## src/rtl/led_blink_sequencer_if.sv

```systemverilog
// Control/config and LED-status bundle for the blink-burst sequencer.
// `repeat` is a reserved word, so the repeat request is carried as repeat_en.
interface led_blink_sequencer_if #(
   parameter int unsigned NUM_W = 4,
   parameter int unsigned PH_W  = 8
);
   logic             start;
   logic             stop;
   logic [NUM_W-1:0] blink_num;
   logic [PH_W-1:0]  on_ticks;
   logic [PH_W-1:0]  off_ticks;
   logic [PH_W-1:0]  gap_ticks;
   logic             repeat_en;
   logic             led;
   logic             busy;
   logic             done;

   modport master (
      output start, stop, blink_num, on_ticks, off_ticks, gap_ticks, repeat_en,
      input  led, busy, done
   );

   modport slave (
      input  start, stop, blink_num, on_ticks, off_ticks, gap_ticks, repeat_en,
      output led, busy, done
   );
endinterface

```

## src/rtl/led_blink_sequencer.sv

```systemverilog
// Blink-burst controller: shared tick prescaler, per-phase tick counter and an
// ON/OFF/GAP FSM driving an active-low LED with a start/busy/done handshake.
module led_blink_sequencer #(
   parameter int unsigned TICK_DIV = 25_000,
   parameter int unsigned DIV_W    = 25,
   parameter int unsigned NUM_W    = 4,
   parameter int unsigned PH_W     = 8
) (
   input logic                  Clk50M,
   input logic                  Rst_n,
   led_blink_sequencer_if.slave bus
);

   typedef enum logic [1:0] {StIdle, StOn, StOff, StGap} state_e;

   state_e           state_q;
   logic [DIV_W-1:0] div_cnt_q;
   logic [PH_W-1:0]  phase_cnt_q;
   logic [NUM_W-1:0] blink_cnt_q;
   logic [NUM_W-1:0] num_q;
   logic [PH_W-1:0]  on_q;
   logic [PH_W-1:0]  off_q;
   logic [PH_W-1:0]  gap_q;
   logic             rpt_q;
   logic             led_q;
   logic             busy_q;
   logic             done_q;

   logic tick;
   logic start_ok;

   assign tick     = (div_cnt_q == DIV_W'(TICK_DIV - 1));
   assign start_ok = bus.start && (bus.blink_num != '0) && (bus.on_ticks != '0) &&
                     (bus.off_ticks != '0);

   assign bus.led  = led_q;
   assign bus.busy = busy_q;
   assign bus.done = done_q;

   always_ff @(posedge Clk50M or negedge Rst_n) begin
      if (!Rst_n) begin
         state_q     <= StIdle;
         div_cnt_q   <= '0;
         phase_cnt_q <= '0;
         blink_cnt_q <= '0;
         num_q       <= '0;
         on_q        <= '0;
         off_q       <= '0;
         gap_q       <= '0;
         rpt_q       <= 1'b0;
         led_q       <= 1'b1;
         busy_q      <= 1'b0;
         done_q      <= 1'b0;
      end else begin
         done_q <= 1'b0;
         if (bus.stop) begin
            // Abort wins over everything, including a same-cycle start in IDLE.
            state_q     <= StIdle;
            div_cnt_q   <= '0;
            phase_cnt_q <= '0;
            blink_cnt_q <= '0;
            led_q       <= 1'b1;
            busy_q      <= 1'b0;
         end else begin
            if (state_q == StIdle) begin
               div_cnt_q <= '0;
            end else begin
               div_cnt_q <= tick ? '0 : div_cnt_q + DIV_W'(1);
            end
            unique case (state_q)
               StIdle: begin
                  if (start_ok) begin
                     num_q       <= bus.blink_num;
                     on_q        <= bus.on_ticks;
                     off_q       <= bus.off_ticks;
                     gap_q       <= bus.gap_ticks;
                     rpt_q       <= bus.repeat_en;
                     phase_cnt_q <= '0;
                     blink_cnt_q <= '0;
                     state_q     <= StOn;
                     led_q       <= 1'b0;
                     busy_q      <= 1'b1;
                  end
               end
               StOn: begin
                  if (tick) begin
                     if (phase_cnt_q == on_q - PH_W'(1)) begin
                        phase_cnt_q <= '0;
                        state_q     <= StOff;
                        led_q       <= 1'b1;
                     end else begin
                        phase_cnt_q <= phase_cnt_q + PH_W'(1);
                     end
                  end
               end
               StOff: begin
                  if (tick) begin
                     if (phase_cnt_q == off_q - PH_W'(1)) begin
                        phase_cnt_q <= '0;
                        if (blink_cnt_q + NUM_W'(1) < num_q) begin
                           blink_cnt_q <= blink_cnt_q + NUM_W'(1);
                           state_q     <= StOn;
                           led_q       <= 1'b0;
                        end else begin
                           blink_cnt_q <= '0;
                           if (!rpt_q) begin
                              state_q <= StIdle;
                              busy_q  <= 1'b0;
                              done_q  <= 1'b1;
                           end else if (gap_q != '0) begin
                              state_q <= StGap;
                           end else begin
                              state_q <= StOn;
                              led_q   <= 1'b0;
                           end
                        end
                     end else begin
                        phase_cnt_q <= phase_cnt_q + PH_W'(1);
                     end
                  end
               end
               StGap: begin
                  if (tick) begin
                     if (phase_cnt_q == gap_q - PH_W'(1)) begin
                        phase_cnt_q <= '0;
                        state_q     <= StOn;
                        led_q       <= 1'b0;
                     end else begin
                        phase_cnt_q <= phase_cnt_q + PH_W'(1);
                     end
                  end
               end
               default: state_q <= StIdle;
            endcase
         end
      end
   end

endmodule

```

## src/flat_wrapper.sv

```systemverilog
// flat-port wrapper written by rule: the top's interface ports become plain ports
module led_blink_sequencer_flat 
#(
   parameter int unsigned TICK_DIV = 25_000,
   parameter int unsigned DIV_W    = 25,
   parameter int unsigned NUM_W    = 4,
   parameter int unsigned PH_W     = 8
)
  (Clk50M, Rst_n, bus_start, bus_stop, bus_blink_num, bus_on_ticks, bus_off_ticks, bus_gap_ticks, bus_repeat_en, bus_led, bus_busy, bus_done);
  led_blink_sequencer_if #(.NUM_W(NUM_W), .PH_W(PH_W)) bus_i ();
  input logic Clk50M;
  input logic Rst_n;
  input wire logic [$bits(bus_i.start)-1:0] bus_start;
  input wire logic [$bits(bus_i.stop)-1:0] bus_stop;
  input wire logic [$bits(bus_i.blink_num)-1:0] bus_blink_num;
  input wire logic [$bits(bus_i.on_ticks)-1:0] bus_on_ticks;
  input wire logic [$bits(bus_i.off_ticks)-1:0] bus_off_ticks;
  input wire logic [$bits(bus_i.gap_ticks)-1:0] bus_gap_ticks;
  input wire logic [$bits(bus_i.repeat_en)-1:0] bus_repeat_en;
  output wire logic [$bits(bus_i.led)-1:0] bus_led;
  output wire logic [$bits(bus_i.busy)-1:0] bus_busy;
  output wire logic [$bits(bus_i.done)-1:0] bus_done;
  assign bus_i.start = bus_start;
  assign bus_i.stop = bus_stop;
  assign bus_i.blink_num = bus_blink_num;
  assign bus_i.on_ticks = bus_on_ticks;
  assign bus_i.off_ticks = bus_off_ticks;
  assign bus_i.gap_ticks = bus_gap_ticks;
  assign bus_i.repeat_en = bus_repeat_en;
  assign bus_led = bus_i.led;
  assign bus_busy = bus_i.busy;
  assign bus_done = bus_i.done;
  led_blink_sequencer #(.TICK_DIV(TICK_DIV), .DIV_W(DIV_W), .NUM_W(NUM_W), .PH_W(PH_W)) u_core (.Clk50M(Clk50M), .Rst_n(Rst_n), .bus(bus_i));
endmodule
```

## config.mk

```make
export PLATFORM = sky130hd
export DESIGN_NAME = led_blink_sequencer_flat
export DESIGN_NICKNAME = d
export VERILOG_FILES = /design/src/rtl/led_blink_sequencer_if.sv /design/src/rtl/led_blink_sequencer.sv /design/src/flat_wrapper.sv
export SDC_FILE = /design/constraint.sdc
export NUM_CORES = 1
export LEC_CHECK = 0
export ABC_AREA = 1
export BUFFER_PORTS_ARGS = -buffer_cell sky130_fd_sc_hd__buf_2
export CELL_PAD_IN_SITES_DETAIL_PLACEMENT = 1
export CELL_PAD_IN_SITES_GLOBAL_PLACEMENT = 2
export CORE_MARGIN = 2
export CORE_UTILIZATION = 37
export DETAILED_ROUTE_END_ITERATION = 6
export MAX_ROUTING_LAYER = met4
export PLACE_DENSITY_LB_ADDON = 0.15
export SETUP_SLACK_MARGIN = 0.05
export SYNTH_ARGS = -nofsm -noshare
export SYNTH_HDL_FRONTEND = slang
export SYNTH_SLANG_ARGS = --single-unit
```

## constraint.sdc

```tcl
create_clock -name Clk50M -period 3.25 [get_ports Clk50M]
set_input_delay 0.325 -clock Clk50M [delete_from_list [all_inputs] [get_ports Clk50M]]
set_output_delay 0.325 -clock Clk50M [all_outputs]
set_load 0.01 [all_outputs]
```

==> flow_summary_export.csv <==
group,metric,value,unit
timing,skew,0.005933,ns
logic_synthesis,yosys.area.top_type,"dfrtp_1",
pwr,power_switching,0.001555,W
logic_synthesis,synth_fp_nets,693,
placement,portBuffers,35,
layout,n_antenna_cell,0,
critical_path,start_kind,"flop",
critical_path,critPathBufInv,0,
timing,rsz0062_at_grt,"false",
timing,tightest_slew,0.9416,ns
pwr,power,0.003802,W
logic_synthesis,synth-main-ff-cell,"dfrtp_1",
layout,area_growth,13.87,%
critical_path,cp_slowest_cell,"dfrtp_1",
cts,ctsHoldBuffers,0,
route,first_iter_violations,137,
route,first_pass_iters,4,
critical_path,rrSetupSlack,1.01,ns
job,drv_cap,0,
layout,area.sequential,1778,sq um
pwr,p_seq_share,34.9,%
pwr,comb_power_share,39.0,%
logic_synthesis,yosysTopAreaCellShare,38.37,%
layout,fillers,1552,
cts,cts_resized,0,
logic_synthesis,synthTopCellsByCount,"167 x nand2_1, 88 x nor2_1, 84 x inv_1",
critical_path,crit_start,"u_core.blink_cnt_q[0]$_DFFE_PN0P_",
critical_path,cp.required,3.46,ns
run_status,status,"finished, final reports clean",
timing,fmax,447.1,MHz
timing,drv_slew,0,
layout,nets,732,
pwr,clkPwrFrac,26.1,%
logic_synthesis,synth_edf_count,0,
timing,hold_violations,0,
logic_synthesis,ys_ff_latch,71,
logic_synthesis,synthCells,646,
die,dieHeight,115.1,um
global_route,grt_max_degree,72,
cts,htree_levels,3,
logic_synthesis,synth_area_leaders,"dfrtp_1 38%, nand2_1 14%, nor2_1 7.2%",
cts,numCtsBuffers,9,
global_route,grt.total_usage,21.74,%
layout,layout-drive-gt1-share,13.48,%
route,vias_per_cell,5.072,
die,placementRows,40,
route,wirelength,12.89,mm
die,die_area,13240,sq um
critical_path,worstSetupEndpointType,"flop",
global_route,grt-ovfl-total,0,
die,die_x,115.1,um
cts,cts.sinks,71,
critical_path,crit_chain,"ha_1 -> xor2_1 -> ha_1 -> nand2_1 -> o21ai_0 -> nand2_1 -> nor4_1",
timing,fin_crit,2.237,ns
placement,dp_hpwl,10.04,mm
timing,setup_viol,0,
logic_synthesis,syn-cell-area,4566,sq um
placement,place.gp.congestion,0.8655,
pwr,leakagePower,2.558,nW
layout,multi_input_area,2364,sq um
pwr,internal-power,0.002247,W
timing,max_slew_margin,37.23,%
global_route,antenna_found_initial,0,
cts,cts_tree,"yes",
route,dr_total_vias,4245,
timing,hold_slack,0.2160,ns
pwr,switching_share,40.90,%
timing,fin_ws,1.013,ns
logic_synthesis,synthArstFlopShare,100.0,%
cts,cts_root_buffer,"clkbuf_16",
route,ant_nets,0,
critical_path,reg2reg_from,"u_core.blink_cnt_q[0]$_DFFE_PN0P_",
cts,clkLatencyLatePin,0.34,ns
timing,fin_crit_sh,68.82,%
critical_path,cp_top_family,"simple AND/OR/NAND/NOR gates",
cts,ctsLongestPathBuffers,2,
logic_synthesis,synth_most_common_cell,"nand2_1",
cts,cts.clk_slew.worst_paths,0.06,ns
critical_path,max_stage_delay,0.43,ns
logic_synthesis,synth-seq-area-share,38.94,%
route,wire_per_inst,15.40,um
timing,tns,0,ns
logic_synthesis,yosysWarnings,0,
die,io_pins,36,
critical_path,path_max_fanout,5,
global_route,grt_pass1_vias,4390,
hold_path,hp-class,"in2async",
logic_synthesis,syn_avg_cell_area,7.068,sq um
pwr,ir_worst_vdd,321.8,uV
critical_path,path_class,"reg2reg",
cts,cts_setup_buffers,0,
logic_synthesis,synth_cell_type_count,35,
critical_path,cp.arrival,2.44,ns
pwr,p_per_area,731.3,nW/um^2
die,initial_core_util,38.01,%
global_route,grt_pass1_wl,21.82,mm
die,core-area,12010,sq um
route,drcViolationCount,0,
placement,dp_slack,0.9975,ns
==> worst register-to-register path, stage by stage, from the launching register on <==
cell and delay (ns):
dfrtp_1 0.43, ha_1 0.23, xor2_1 0.18, ha_1 0.28, nand2_1 0.04, o21ai_0 0.41
nand2_1 0.15, nor4_1 0.40
==> per-stage QoR <==
step                cell area, sq um  cells  utilization, %
CTS                             5199    837           43.28
detailed placement              4906    821           40.84
global route                    5199    837           43.28
floorplan                       4566    646               -
finish                          5199    837           43.28
global placement                4906    821           40.84
==> final timing paths <==
path,cells past startpoint,to
min in group Clk50M,2,u_core.gap_q[7]$_DFFE_PN0P_
max in group asynchronous,2,u_core.div_cnt_q[21]$_DFF_PN0_
min,2,u_core.on_q[2]$_DFFE_PN0P_
max reg2reg,7,u_core.bus.done$_DFF_PN0_
min reg2reg,1,u_core.div_cnt_q[0]$_DFF_PN0_
max,7,u_core.bus.done$_DFF_PN0_
==> per-layer routing <==
metal | up-vias | share of wire, % | track usage [%]
li1 | 2142 | - | -
met1 | 2043 | 47 | 27.79
met2 | 45 | 50 | 35.84
met3 | 15 | 2.0 | 2.688
met4 | 0 | 1.8 | 7.229
met5 | - | 0 | -
==> registers in the layout, indices dropped and copies added (netlist names), 2 cells and up <==
name                cells
u_core.gap_q            8
u_core.div_cnt_q       25
u_core.num_q            4
u_core.off_q            8
u_core.on_q             8
u_core.blink_cnt_q      4
u_core.phase_cnt_q      8
u_core.state_q          2
==> cell type report <==
type	instances	share of cell area [%]
clock buffer	13	4.813
clock inverter	3	0.8183
inverter	102	7.365
multi-input combinational	463	45.46
sequential	71	34.20
tap	147	3.538
timing repair buffer	38	3.803
==> layout by cell type, fill, tap and decap left out, drive strengths merged, types with 3 or more instances in the layout <==
cell / count
o21ai: 40
o21a: 5
a21oi: 32
buf: 38
nor4: 7
dfrtp: 70
nand2: 170
nor2: 93
clkinv: 3
ha: 14
mux2: 5
inv: 100
nand3: 42
xor2: 11
nor3: 18
xnor2: 6
nand4: 16
clkbuf: 13
==> cells by family after synthesis <==
family / Yosys count / share of synthesized area [%]
multiplexers: 5 / 1.233
AO/OA/AOI/OAI: 81 / 9.592
adder cells (fa/ha/maj): 14 / 3.837
AND/OR/NAND/NOR: 346 / 33.74
flip-flops: 71 / 38.94
XOR/XNOR: 17 / 3.261
buffers and inverters: 112 / 9.400
==> power groups by stage <==
stage               Clock, W  Combinational [W]  Sequential, W
global placement           0            0.00143        0.00133
detailed placement         0            0.00150        0.00134
CTS                  0.00102            0.00151        0.00133
global route         0.00105            0.00172        0.00136
floorplan                  0            0.00111        0.00128
finish              0.000994            0.00148        0.00133
(Power assumes the default switching activity.)
